--- config.mk ---
export PLATFORM = sky130hd
export DESIGN_NAME = irq_encoder_16_flat
export DESIGN_NICKNAME = d
export VERILOG_FILES = /design/src/rtl/irq_encoder_16_if.sv /design/src/rtl/irq_encoder_16.sv /design/src/flat_wrapper.sv
export SDC_FILE = /design/constraint.sdc
export NUM_CORES = 1
export LEC_CHECK = 0
export BUFFER_PORTS_ARGS = -buffer_cell sky130_fd_sc_hd__buf_2
export CORE_ASPECT_RATIO = 0.9
export CORE_MARGIN = 2
export CORE_UTILIZATION = 48
export CTS_CLUSTER_DIAMETER = 50
export DETAILED_ROUTE_END_ITERATION = 10
export GPL_TIMING_DRIVEN = 0
export PLACE_DENSITY = 0.86
export SYNTH_ARGS = -nofsm -noshare
export SYNTH_HDL_FRONTEND = slang
export SYNTH_SLANG_ARGS = --single-unit
--- constraint.sdc ---
create_clock -name Clock -period 2.8 [get_ports Clock]
set_input_delay 0.84 -clock Clock [delete_from_list [all_inputs] [get_ports Clock]]
set_output_delay 0.84 -clock Clock [all_outputs]
set_load 0.05 [all_outputs]
--- src/rtl/irq_encoder_16_if.sv ---
// rtl/irq_encoder_16_if.sv - request/grant bundle between interrupt sources, encoder and consumer
//   Req[15:0]     request lines, bit i is source i            (master -> slave)
//   Mask[15:0]    bit i = 1 blocks pending[i] from being granted (master -> slave)
//   Ack           consumer accepts the presented Code          (master -> slave)
//   Valid         a code is being presented                    (slave -> master)
//   Code[3:0]     index of the presented request               (slave -> master)
//   Pending[15:0] current pending register                     (slave -> master)
interface irq_encoder_16_if;
    logic [15:0] Req;
    logic [15:0] Mask;
    logic        Ack;
    logic        Valid;
    logic [3:0]  Code;
    logic [15:0] Pending;

    modport master (
        output Req,
        output Mask,
        output Ack,
        input  Valid,
        input  Code,
        input  Pending
    );

    modport slave (
        input  Req,
        input  Mask,
        input  Ack,
        output Valid,
        output Code,
        output Pending
    );
endinterface

--- src/rtl/irq_encoder_16.sv ---
// rtl/irq_encoder_16.sv - registered 16-to-4 priority encoder with request latching and valid/ack handshake
//   EDGE   1: capture on 0->1 transition of Req[i]; 0: capture while Req[i] is high
//   Clock  system clock, all state updates on the rising edge
//   Reset  synchronous, active-high
//   bus    irq_encoder_16_if slave: Req/Mask/Ack in, Valid/Code/Pending out (all outputs registered)
module irq_encoder_16 #(
    parameter bit EDGE = 1'b1
) (
    input  logic              Clock,
    input  logic              Reset,
    irq_encoder_16_if.slave   bus
);

    typedef enum logic {
        IDLE    = 1'b0,
        PRESENT = 1'b1
    } state_t;

    state_t      state_q, state_d;
    logic [15:0] pending_q, pending_d;
    logic [15:0] req_prev_q, req_prev_d;
    logic [3:0]  code_q, code_d;

    logic [15:0] set_vec;
    logic [15:0] clr_vec;
    logic [15:0] elig;
    logic [3:0]  winner;

    always_comb begin
        set_vec    = EDGE ? (bus.Req & ~req_prev_q) : bus.Req;
        req_prev_d = bus.Req;

        // Ack only counts while a code is presented; it clears exactly that bit.
        clr_vec = 16'h0000;
        if (state_q == PRESENT && bus.Ack) begin
            clr_vec = 16'h0001 << code_q;
        end

        // OR-ing set last means a fresh event always survives a same-cycle clear.
        pending_d = (pending_q & ~clr_vec) | set_vec;

        // Scan downward so the lowest eligible index is the final assignment.
        elig   = pending_q & ~bus.Mask;
        winner = 4'd0;
        for (int i = 15; i >= 0; i--) begin
            if (elig[i]) begin
                winner = i[3:0];
            end
        end

        state_d = state_q;
        code_d  = code_q;
        case (state_q)
            IDLE: begin
                if (elig != 16'h0000) begin
                    code_d  = winner;
                    state_d = PRESENT;
                end
            end
            PRESENT: begin
                // Code is frozen here: masks and higher-priority arrivals wait for Ack.
                if (bus.Ack) begin
                    state_d = IDLE;
                end
            end
            default: state_d = IDLE;
        endcase
    end

    always_ff @(posedge Clock) begin
        if (Reset) begin
            state_q    <= IDLE;
            pending_q  <= 16'h0000;
            req_prev_q <= 16'h0000;
            code_q     <= 4'd0;
        end else begin
            state_q    <= state_d;
            pending_q  <= pending_d;
            req_prev_q <= req_prev_d;
            code_q     <= code_d;
        end
    end

    assign bus.Valid   = (state_q == PRESENT);
    assign bus.Code    = code_q;
    assign bus.Pending = pending_q;

endmodule

--- src/flat_wrapper.sv ---
// flat-port wrapper written by rule: the top's interface ports become plain ports
module irq_encoder_16_flat 
#(
    parameter bit EDGE = 1'b1
)
  (Clock, Reset, bus_Req, bus_Mask, bus_Ack, bus_Valid, bus_Code, bus_Pending);
  irq_encoder_16_if bus_i ();
  input  logic Clock;
  input  logic Reset;
  input wire logic [$bits(bus_i.Req)-1:0] bus_Req;
  input wire logic [$bits(bus_i.Mask)-1:0] bus_Mask;
  input wire logic [$bits(bus_i.Ack)-1:0] bus_Ack;
  output wire logic [$bits(bus_i.Valid)-1:0] bus_Valid;
  output wire logic [$bits(bus_i.Code)-1:0] bus_Code;
  output wire logic [$bits(bus_i.Pending)-1:0] bus_Pending;
  assign bus_i.Req = bus_Req;
  assign bus_i.Mask = bus_Mask;
  assign bus_i.Ack = bus_Ack;
  assign bus_Valid = bus_i.Valid;
  assign bus_Code = bus_i.Code;
  assign bus_Pending = bus_i.Pending;
  irq_encoder_16 #(.EDGE(EDGE)) u_core (.Clock(Clock), .Reset(Reset), .bus(bus_i));
endmodule
==> metrics.yaml, run 1 <==
outcome:
  run_status: "finished, final reports clean"
detailed_routing:
  wl_per_cell_microns: 13.2
  wl_met2_mm: 1.67
  routed_wirelength_mm: 3.71
  drtAntennaViolNets: 0
  m1WireLength_mm: 1.72
  route.detailed.drc: 0
  drt_iter0_markers: 52
  met3WireLength_microns: 293
  detailroute.via_count: 1458
  detailedRoute.firstPassIterationCount: 4
  vias_per_cell: 5.17
  route.top_layer_used: "met4"
timing:
  setup-violations-final: 0
  clock-skew-final_ps: 2.03
  worst_slew_margin_rel_pct: 65.1
  final_max_tran_viols: 0
  final_hold_violation_count: 0
  worst-slew-pin-transition_ps: 523
  layout_min_cycle_time_ps: 2220
  achievable-frequency_mhz: 450
  finalCritPeriodShare_pct: 79.4
  grt_setup_unrepaired: "no"
  finalSetupTns_ps: 0
clock_network:
  clockRootBuffer: "sky130_fd_sc_hd__clkbuf_4"
  cts.reportedPaths.clkPinSlew_ps: 100
  clock_tree_from_tritoncts: "yes"
  cts_resized: 0
  htree_num_levels: 2
  clkLatencyLatePin_ps: 340
  holdBufCountCts: 0
  cts_max_path_buffers: 2
  cts_post_setup_buffers_inserted: 0
  cts_buffers: 5
  clkSinkCount: 37
setup_path:
  worst_path_maximum_fanout: 4
  worst_r2r_startpoint: "u_core.bus.Pending[3]"
  timing_worst_setup_path_type: "input pin to flop"
  critical_path.startpoint: "bus_Mask[2]"
  worstPathRequired_ps: 3090
  critPathCaptureType: "flop"
  r2r_setup_slack_ps: 740
  timing.critical_path.from_type: "input pin"
  r2r_end: "u_core.bus.Code[1]"
  cp.arrival_ps: 2510
  reg2reg_depth: 5
layout:
  ratio_of_cells_with_drive_above_1_in_the_final_layout_pct: 28.3
  final-instance-count-excl-fill: 282
  design.final.nets: 274
  nFillCells: 294
  layout-area-overhead-vs-synth_pct: 26.0
  antenna_cells: 0
floorplan:
  num_io_pins: 56
  die_width_microns: 64.2
  core_sq_um: 3090
  design.die.area_sq_um: 3740
  vertical_die_dimension_microns: 58.2
  rows: 19
  floorplan.initialDensity_pct: 50.7
hold_path:
  min_path_cells: 2
  worst_hold_startpoint: "u_core.req_prev_q[12]"
  worstHoldPathType: "flop to flop"
  whs_endpoint: "u_core.bus.Pending[12]"
yosys:
  ys_async_sr_fraction_pct: 0
  synth-edff-count: 0
  ys_dominant_reg_cell: "sky130_fd_sc_hd__dfxtp_1"
  postSynthRegisterBits: 37
  yosysWarningCount: 0
  syn_nets: 213
  post_synth_inst_count: 178
  synth.cell_area_sq_um: 1570
  synth_area_per_cell_sq_um: 8.81
  synth.lib_cells_used.distinct: 29
  seq_area_frac_synth_pct: 47.2
grt:
  grt_max_degree: 12
  track_usage_pct: 22.0
  global_route_wire_length_before_repair_mm: 6.27
  antenna_found_initial: 0
  globalRouteOverflowTotal: 0
  via_count_of_the_first_global_routing_pass: 1374
power_and_ir_drop:
  power_per_cell_area_nw_per_um2: 641
  irDropWorstVdd_mv: 0.472
  p_leak_nw: 0.868
placement:
  hpwlAfterDp_mm: 2.86
  port_bufs: 54
  numPlacedInstances: 274
  routabilityCongestion: 0.879
flow_run:
  maxCapViolCount: 0
-- cells by family (layout without fill, tap and decap cells) --
logic type             after synthesis  in the layout  synth area share, %
buffers and inverters                8             70                 1.92
AND/OR/NAND/NOR                     83             83                 32.4
flip-flops                          37             37                 47.2
AO/OA/AOI/OAI                       50             50                 18.4
-- worst max path at each step --
| stage | end | slack, ps |
|---|---|---|
| after floorplan | u_core.bus.Code[1] | 410 |
| after global placement | u_core.bus.Code[1] | 250 |
| after detailed placement | u_core.bus.Code[1] | 230 |
| after CTS | u_core.bus.Code[1] | 580 |
| after global routing | u_core.bus.Code[1] | 530 |
| final | u_core.bus.Code[1] | 580 |
-- worst max-delay path, stage by stage --
cell and delay [ps]:
sky130_fd_sc_hd__buf_2 80, sky130_fd_sc_hd__nand2b_1 160, sky130_fd_sc_hd__or4b_4 490, sky130_fd_sc_hd__or4_4 560, sky130_fd_sc_hd__a211o_1 320, sky130_fd_sc_hd__o21ai_2 50
-- power breakdown --
group | internal [mW] | leakage, nW | switching [mW]
logic | 0.0982 | 0.515 | 0.194
registers | 0.565 | 0.308 | 0.0236
clock network | 0.213 | 0.0455 | 0.172
-- synthesized netlist by cell type, types with 2 or more instances --
cell                        n  area (sq um)
sky130_fd_sc_hd__a211oi_1   3          22.5
sky130_fd_sc_hd__a21oi_1   19          95.1
sky130_fd_sc_hd__clkbuf_1   5          18.8
sky130_fd_sc_hd__dfxtp_1   37           741
sky130_fd_sc_hd__inv_1      3          11.3
sky130_fd_sc_hd__nand2_1    9          33.8
sky130_fd_sc_hd__nand2b_1  31           194
sky130_fd_sc_hd__nand4_1    7          43.8
sky130_fd_sc_hd__nor2_1     3          11.3
sky130_fd_sc_hd__nor2b_1   22           138
sky130_fd_sc_hd__nor3_1     2          10.0
sky130_fd_sc_hd__o21ai_0   19          95.1
sky130_fd_sc_hd__or3_1      2          12.5
-- stage by stage --
| step | instance area [sq um] | total power, mW | utilization (%) | hold slack, ps | setup slack, ps |
|---|---|---|---|---|---|
| floorplan | 1570 | 0.806 | - | 462 | 410 |
| global placement | 1890 | 0.886 | 61.2 | 467 | 250 |
| detailed placement | 1890 | 0.892 | 61.2 | 478 | 226 |
| CTS | 1980 | 1.27 | 63.9 | 493 | 584 |
| global route | 1980 | 1.32 | 63.9 | 509 | 533 |
| finish | 1980 | 1.27 | 63.9 | 490 | 577 |
-- routing by layer --
layer / up-vias / track usage (%)
met5: - / 0
met1: 651 / 29.7
met4: 0 / 8.21
met3: 5 / 5.83
met2: 57 / 34.1
li1: 745 / -
-- flip-flops by register name, indices dropped and copies added, names as in the netlist --
| register | count |
|---|---|
| u_core.bus.Pending | 16 |
| u_core.bus.Valid | 1 |
| u_core.bus.Code | 4 |
| u_core.req_prev_q | 16 |
-- layout by cell type, fill, tap and decap left out, types with 2 or more instances in the layout --
cell type	Yosys	final
sky130_fd_sc_hd__nand4_1	7	7
sky130_fd_sc_hd__buf_2	0	54
sky130_fd_sc_hd__clkbuf_1	5	6
sky130_fd_sc_hd__dfxtp_1	37	37
sky130_fd_sc_hd__nand2b_1	31	31
sky130_fd_sc_hd__nor2_1	3	3
sky130_fd_sc_hd__inv_1	3	3
sky130_fd_sc_hd__a21oi_1	19	19
sky130_fd_sc_hd__o21ai_0	19	19
sky130_fd_sc_hd__nand2_1	9	9
sky130_fd_sc_hd__nor2b_1	22	22
sky130_fd_sc_hd__or3_1	2	2
sky130_fd_sc_hd__a211oi_1	3	3
sky130_fd_sc_hd__nor3_1	2	2
sky130_fd_sc_hd__clkbuf_4	0	5
-- area by class of cell --
type                            count  area [sq um]  share of cell area (%)
Tap cell                           42          52.6                    2.66
Sequential cell                    37           741                    37.5
Buffer                              5          18.8                   0.950
Multi-Input combinational cell    133           797                    40.3
Inverter                            3          11.3                   0.570
Clock inverter                      1          30.0                    1.52
Clock buffer                        7          55.1                    2.79
Timing Repair Buffer               54           270                    13.7
(Power assumes the default switching activity.)
==> run 2, diff against run 1 <==
--- a/config.mk
+++ b/config.mk
@@ -5,6 +5,7 @@
 export SDC_FILE = /design/constraint.sdc
 export NUM_CORES = 1
 export LEC_CHECK = 0
+export ABC_AREA = 1
 export BUFFER_PORTS_ARGS = -buffer_cell sky130_fd_sc_hd__buf_2
 export CORE_ASPECT_RATIO = 0.9
 export CORE_MARGIN = 2
==> constraint.sdc (replaced) <==
create_clock -name Clock -period 2.2 [get_ports Clock]
set_input_delay 0.66 -clock Clock [delete_from_list [all_inputs] [get_ports Clock]]
set_output_delay 0.66 -clock Clock [all_outputs]
set_load 0.05 [all_outputs]
==> metrics.yaml, run 2 <==
outcome:
  run_status: "finished, final reports clean"
layout:
  final_common_cell: "sky130_fd_sc_hd__nor2_1"
  antenna_cells: 0  # unchanged
  layout.cells.most_common_list: "sky130_fd_sc_hd__nor2_1 (63), sky130_fd_sc_hd__nand2_1 (56), sky130_fd_sc_hd__buf_2 (54)"
  finalCoreUtilization_pct: 63.0  # -0.93 points
  design.final.nets: 331  # +21%
  ratio_of_cells_with_drive_above_1_in_the_final_layout_pct: 20.9  # -7.4 points
  layout-area-overhead-vs-synth_pct: 24.3
setup_path:
  critPathCaptureType: "output pin"
  critical_path.startpoint: "u_core.bus.Code[1]"
  cpMaxStageDelayCell: "sky130_fd_sc_hd__dfxtp_1"
  cp.arrival_ps: 1120  # -1390 ps
  worst_r2r_startpoint: "u_core.bus.Pending[15]"
  timing_worst_setup_path_type: "flop to output pin"
  worstPathCellList: "buf_2"
  worstPathRequired_ps: 1540  # -1550 ps
  cp_slowest_stage_delay_ps: 480  # -80 ps
  worst_path_maximum_fanout: 7  # +3
  crit_buf_inv: 1  # unchanged
  worst_path_dominant_cell_family: "flip-flops"
  timing.critical_path.from_type: "flop"
timing:
  final_max_tran_viols: 0  # unchanged
  clock-skew-final_ps: 8.37  # +6.34 ps
  layout_setup_ws_ps: 422  # -155 ps
  whs_ps: 517  # +26.8 ps
  setup-violations-final: 0  # unchanged
  final_hold_violation_count: 0  # unchanged
  grt_setup_unrepaired: "no"
  layout_min_cycle_time_ps: 1780
  achievable-frequency_mhz: 562
  worst-slew-pin-transition_ps: 556  # +33.1 ps
  finalCritPeriodShare_pct: 80.8
  worst_slew_margin_rel_pct: 62.9  # -2.2 points
  finalSetupTns_ps: 0  # unchanged
floorplan:
  rows: 19  # unchanged
  design.die.area_sq_um: 3710  # -0.81%
  floorplan.initialDensity_pct: 50.7  # -0.056 points
  vertical_die_dimension_microns: 58.0  # -0.40%
  core_sq_um: 3070  # -0.77%
  num_io_pins: 56  # unchanged
  die_width_microns: 64.0  # -0.41%
power_and_ir_drop:
  power_per_cell_area_nw_per_um2: 772  # +20%
  p_leak_nw: 1.06  # +22%
  irDropWorstVdd_mv: 0.484  # +2.6%
  design_power_total_mw: 1.49  # +18%
grt:
  use_met3_pct: 5.24  # -0.58 points
  grt_max_degree: 11  # -1
  globalRouteOverflowTotal: 0  # unchanged
  grt.met1_usage_pct: 24.8  # -5.0 points
  antenna_found_initial: 0  # unchanged
  grt-busiest-layer: "met2"
  track_usage_pct: 20.0  # -2.0 points
  met2_track_demand_over_resource_pct: 33.9  # -0.15 points
  global_route_wire_length_before_repair_mm: 5.74  # -8.4%
  via_count_of_the_first_global_routing_pass: 1430  # +4.1%
yosys:
  synth.cell_area_sq_um: 1550  # -0.88%
  most_common_cell_in_the_synthesized_netlist: "sky130_fd_sc_hd__nor2_1"
  synth.lib_cells_used.distinct: 14  # -52%
  synth-edff-count: 0  # unchanged
  synth_top_cell_by_area: "sky130_fd_sc_hd__dfxtp_1"
  ys_dominant_reg_cell: "sky130_fd_sc_hd__dfxtp_1"
  yosysWarningCount: 0  # unchanged
  post_synth_inst_count: 235  # +32%
  postSynthRegisterBits: 37  # unchanged
  ys_async_sr_fraction_pct: 0  # unchanged
  seq_area_frac_synth_pct: 47.7  # +0.42 points
  synth.top_cells.by_area: "sky130_fd_sc_hd__dfxtp_1 (48%), sky130_fd_sc_hd__nor2_1 (15%), sky130_fd_sc_hd__nand2_1 (14%), sky130_fd_sc_hd__inv_1 (9.2%), sky130_fd_sc_hd__a21oi_1 (6.1%)"
  netlist_top_cells_count: "sky130_fd_sc_hd__nor2_1 (63), sky130_fd_sc_hd__nand2_1 (56), sky130_fd_sc_hd__inv_1 (38)"
  syn_nets: 270  # +27%
  synth_area_per_cell_sq_um: 6.61  # -25%
  netlist.area_leader.share_pct: 47.7  # +0.42 points
detailed_routing:
  detailroute.via_count: 1568  # +7.5%
  vias_per_cell: 4.64  # -10%
  drt_iter0_markers: 69  # +33%
  wl_per_cell_microns: 10.2  # -23%
  route.detailed.drc: 0  # unchanged
  drtAntennaViolNets: 0  # unchanged
  routed_wirelength_mm: 3.44  # -7.5%
  detailedRoute.firstPassIterationCount: 5  # +1
clock_network:
  cts_buffers: 5  # unchanged
  cts_post_setup_buffers_inserted: 0  # unchanged
  htree_num_levels: 2  # unchanged
  clock_tree_from_tritoncts: "yes"
  cts_max_path_buffers: 2  # unchanged
  cts_resized: 0  # unchanged
  clkSinkCount: 37  # unchanged
  holdBufCountCts: 0  # unchanged
  clkLatencyLatePin_ps: 330  # about the same
  cts.reportedPaths.clkPinSlew_ps: 100  # about the same
  clockRootBuffer: "sky130_fd_sc_hd__clkbuf_4"
placement:
  routabilityCongestion: 0.808  # -8.1%
  dp_worst_setup_slack_ps: 370  # +144 ps
  port_bufs: 54  # unchanged
  hpwlAfterDp_mm: 2.78  # -2.9%
flow_run:
  maxCapViolCount: 0  # unchanged
hold_path:
  worst_hold_startpoint: "u_core.bus.Pending[15]"
  worstHoldPathType: "flop to flop"
==> run 2: final timing paths <==
path | end | slack [ps] | cells after the start
setup / recovery | bus_Code[1] | 420 | 1
hold / removal | u_core.bus.Pending[15] | 520 | 2
setup reg to reg | u_core.bus.Code[0] | 780 | 18
hold reg to reg | u_core.bus.Pending[15] | 520 | 2
==> run 2: report_power, final <==
group | internal (mW) | leakage (nW) | switching, mW
Sequential | 0.721 | 0.308 | 0.0383
Clock | 0.151 | 0.0314 | 0.200
Combinational | 0.111 | 0.723 | 0.270
==> run 2: cell families after synthesis <==
| logic type | share of synthesized area [%] |
|---|---|
| AND/OR/NAND/NOR | 31.6 |
| buffers and inverters | 10.1 |
| AO/OA/AOI/OAI | 10.5 |
| flip-flops | 47.7 |
==> run 2: per-layer routing <==
| layer | up-vias | share of wire, % |
|---|---|---|
| li1 | 827 | - |
| met1 | 691 | 47 |
| met2 | 43 | 46 |
| met3 | 7 | 6.1 |
| met4 | 0 | 1.1 |
| met5 | - | 0 |
==> run 2: final cells by class <==
cell class                      instances  area [sq um]
Sequential cell                        37           741
Inverter                               38           143
Fill cell                             306          1130
Multi-Input combinational cell        156           656
Buffer                                  4          15.0
Tap cell                               42          52.6
Timing Repair Buffer                   54           270
Clock buffer                            7          55.1
==> run 2: metrics by stage <==
| step | instances | area (sq um) |
|---|---|---|
| floorplan | 235 | 1550 |
| global route | 338 | 1930 |
| CTS | 338 | 1930 |
| global placement | 331 | 1880 |
| finish | 338 | 1930 |
| detailed placement | 331 | 1880 |
==> run 2: worst min-delay path: stages, from the launching register on <==
cell                      delay, ps
sky130_fd_sc_hd__dfxtp_1        350
sky130_fd_sc_hd__a21oi_1         70
sky130_fd_sc_hd__nor2_1          70
==> run 3, diff against run 2 <==
--- a/config.mk
+++ b/config.mk
@@ -5,7 +5,7 @@
 export SDC_FILE = /design/constraint.sdc
 export NUM_CORES = 1
 export LEC_CHECK = 0
-export ABC_AREA = 1
+export ABC_AREA = 0
 export BUFFER_PORTS_ARGS = -buffer_cell sky130_fd_sc_hd__buf_2
 export CORE_ASPECT_RATIO = 0.9
 export CORE_MARGIN = 2
==> constraint.sdc (replaced) <==
create_clock -name Clock -period 1.7 [get_ports Clock]
set_input_delay 0.51 -clock Clock [delete_from_list [all_inputs] [get_ports Clock]]
set_output_delay 0.51 -clock Clock [all_outputs]
set_load 0.05 [all_outputs]
==> metrics.yaml, run 3 (synthesis results as in run 1) <==
timing:
  final_hold_violation_count: 0  # unchanged
  finalSetupTns_ps: -849  # -849 ps
  achievable-frequency_mhz: 520
  setup-violations-final: 4  # +4
  clock-skew-final_ps: 12.7  # +4.34 ps
  whs_ps: 375  # -142 ps
  worst_slew_margin_rel_pct: 65.3  # +2.3 points
  final_max_tran_viols: 0  # unchanged
  worst-slew-pin-transition_ps: 521  # -35.0 ps
  grt_setup_unrepaired: "yes"
  layout_min_cycle_time_ps: 1920
  finalCritPeriodShare_pct: 113
  layout_setup_ws_ps: -223  # -645 ps
setup_path:
  timing.critical_path.from_type: "flop"
  worst_path_dominant_cell_family: "simple AND/OR/NAND/NOR gates"
  cpMaxStageDelayCell: "sky130_fd_sc_hd__or4b_4"
  critPathCaptureType: "flop"
  cp.arrival_ps: 2140  # +1020 ps
  cp_slowest_stage_delay_ps: 530  # +50 ps
  crit_buf_inv: 1  # unchanged
  worstPathCellList: "nor2b_4 > or4b_4 > or4_4 > buf_6 > nand4_1 > a21oi_1"
  worst_path_maximum_fanout: 3  # -4
  worstPathRequired_ps: 1920  # +380 ps
  timing_worst_setup_path_type: "flop to flop"
grt:
  antenna_found_initial: 0  # unchanged
  grt_max_degree: 13  # +2
  track_usage_pct: 23.0  # +3.0 points
  globalRouteOverflowTotal: 0  # unchanged
  global_route_wire_length_before_repair_mm: 6.47  # +13%
  via_count_of_the_first_global_routing_pass: 1457  # +1.9%
power_and_ir_drop:
  p_leak_nw: 0.911  # -14%
  power_per_cell_area_nw_per_um2: 950  # +23%
  irDropWorstVdd_mv: 0.616  # +27%
placement:
  port_bufs: 54  # unchanged
  hpwlAfterDp_mm: 2.98  # +7.5%
  numPlacedInstances: 274  # -17%
  routabilityCongestion: 0.946  # +17%
flow_run:
  maxCapViolCount: 0  # unchanged
floorplan:
  design.die.area_sq_um: 3740  # +0.82%
  vertical_die_dimension_microns: 58.2  # +0.41%
  floorplan.initialDensity_pct: 50.7  # +0.056 points
  rows: 19  # unchanged
  core_sq_um: 3090  # +0.78%
  num_io_pins: 56  # unchanged
  die_width_microns: 64.2  # +0.41%
detailed_routing:
  drt_iter0_markers: 54  # -22%
  wl_per_cell_microns: 13.5  # +32%
  route.detailed.drc: 0  # unchanged
  drtAntennaViolNets: 0  # unchanged
  detailroute.via_count: 1506  # -4.0%
  routed_wirelength_mm: 3.88  # +13%
  detailedRoute.firstPassIterationCount: 4  # -1
  vias_per_cell: 5.23  # +13%
clock_network:
  holdBufCountCts: 0  # unchanged
  htree_num_levels: 2  # unchanged
  clkLatencyLatePin_ps: 360  # +30 ps
  clockRootBuffer: "sky130_fd_sc_hd__clkbuf_4"
  clock_tree_from_tritoncts: "yes"
  clkSinkCount: 37  # unchanged
  cts.reportedPaths.clkPinSlew_ps: 120  # +20 ps
  cts_buffers: 5  # unchanged
  cts_max_path_buffers: 2  # unchanged
outcome:
  failed_checks: "negative setup slack"
  run_status: "complete, but fails checks"
layout:
  layout-area-overhead-vs-synth_pct: 31.1
  ratio_of_cells_with_drive_above_1_in_the_final_layout_pct: 34.1  # +13 points
  final-instance-count-excl-fill: 288  # -15%
  design.final.nets: 280  # -15%
  final_common_cell: "sky130_fd_sc_hd__buf_2"
  layout.cells.most_common_list: "sky130_fd_sc_hd__buf_2 (54), sky130_fd_sc_hd__dfxtp_1 (33), sky130_fd_sc_hd__nand2b_1 (30)"
  antenna_cells: 0  # unchanged
hold_path:
  worstHoldPathType: "input pin to flop"
[run 3: cell count changes in the layout (fill, tap and decap cells not counted), moves of 4 or more]
cell,change
sky130_fd_sc_hd__nand2_1,-47
sky130_fd_sc_hd__nand2b_1,+30
sky130_fd_sc_hd__nor3_1,-6
sky130_fd_sc_hd__dfxtp_1,-4
sky130_fd_sc_hd__nor2_1,-61
sky130_fd_sc_hd__nor2b_1,+21
sky130_fd_sc_hd__o21ai_0,+16
sky130_fd_sc_hd__inv_1,-35
sky130_fd_sc_hd__nand4_1,+7
sky130_fd_sc_hd__buf_4,+4
[run 3: final cells by class]
class                   instances  area, sq um
clock inverters                 3         16.3
well taps                      42         52.6
flip-flops and latches         37          751
inverters                       3         11.3
plain buffers                   5         18.8
fillers                       291         1030
clock buffers                   5         37.5
multi-input cells             133          846
repair buffers                 60          323
[run 3: what timing repair did]
item / in CTS / in global routing
resized for setup: 4 / 6
setup endpoints to repair: 4 / 4
pin swaps: 3 / 7
setup buffers: 3 / 3
[run 3: report_power, final]
part           total [mW]  internal [mW]  leakage, nW  switching, mW
logic               0.530          0.191        0.565          0.339
registers           0.971          0.931        0.310         0.0400
clock network       0.451          0.157       0.0353          0.294
[run 3: worst paths after layout]
kind / start / end / slack [ps] / cells past startpoint
setup / recovery: u_core.bus.Pending[1] / u_core.bus.Code[0] / -220 / 6
hold / removal: bus_Req[11] / u_core.req_prev_q[11] / 370 / 2
hold reg to reg: u_core.req_prev_q[0] / u_core.bus.Pending[0] / 480 / 2
setup reg to reg: u_core.bus.Pending[1] / u_core.bus.Code[0] / -220 / 6
[run 3: worst register-to-register path: stages (launching register included)]
cell                      delay (ps)
sky130_fd_sc_hd__dfxtp_4         360
sky130_fd_sc_hd__nor2b_4         130
sky130_fd_sc_hd__or4b_4          530
sky130_fd_sc_hd__or4_4           510
sky130_fd_sc_hd__buf_6           140
sky130_fd_sc_hd__nand4_1          70
sky130_fd_sc_hd__a21oi_1          70
[run 3: per-layer routing]
layer	share of wire, %	global-route usage [%]	up-vias
met5	0	0	-
met3	6.8	7.96	11
met2	47	38.2	49
li1	-	-	755
met1	44	27.1	691
met4	2.4	10.0	0
[run 3: metrics by stage]
step           total power, mW  setup WS [ps]  util (%)  cell area, sq um
4_1_cts                   1.94           -274      65.1              2010
5_1_grt                   2.05           -274      66.5              2060
3_3_place_gp              1.46           -435      61.7              1910
2_1_floorplan             1.33           -273         -              1590
6_report                  1.95           -223      66.5              2060
3_5_place_dp              1.47           -475      61.7              1910
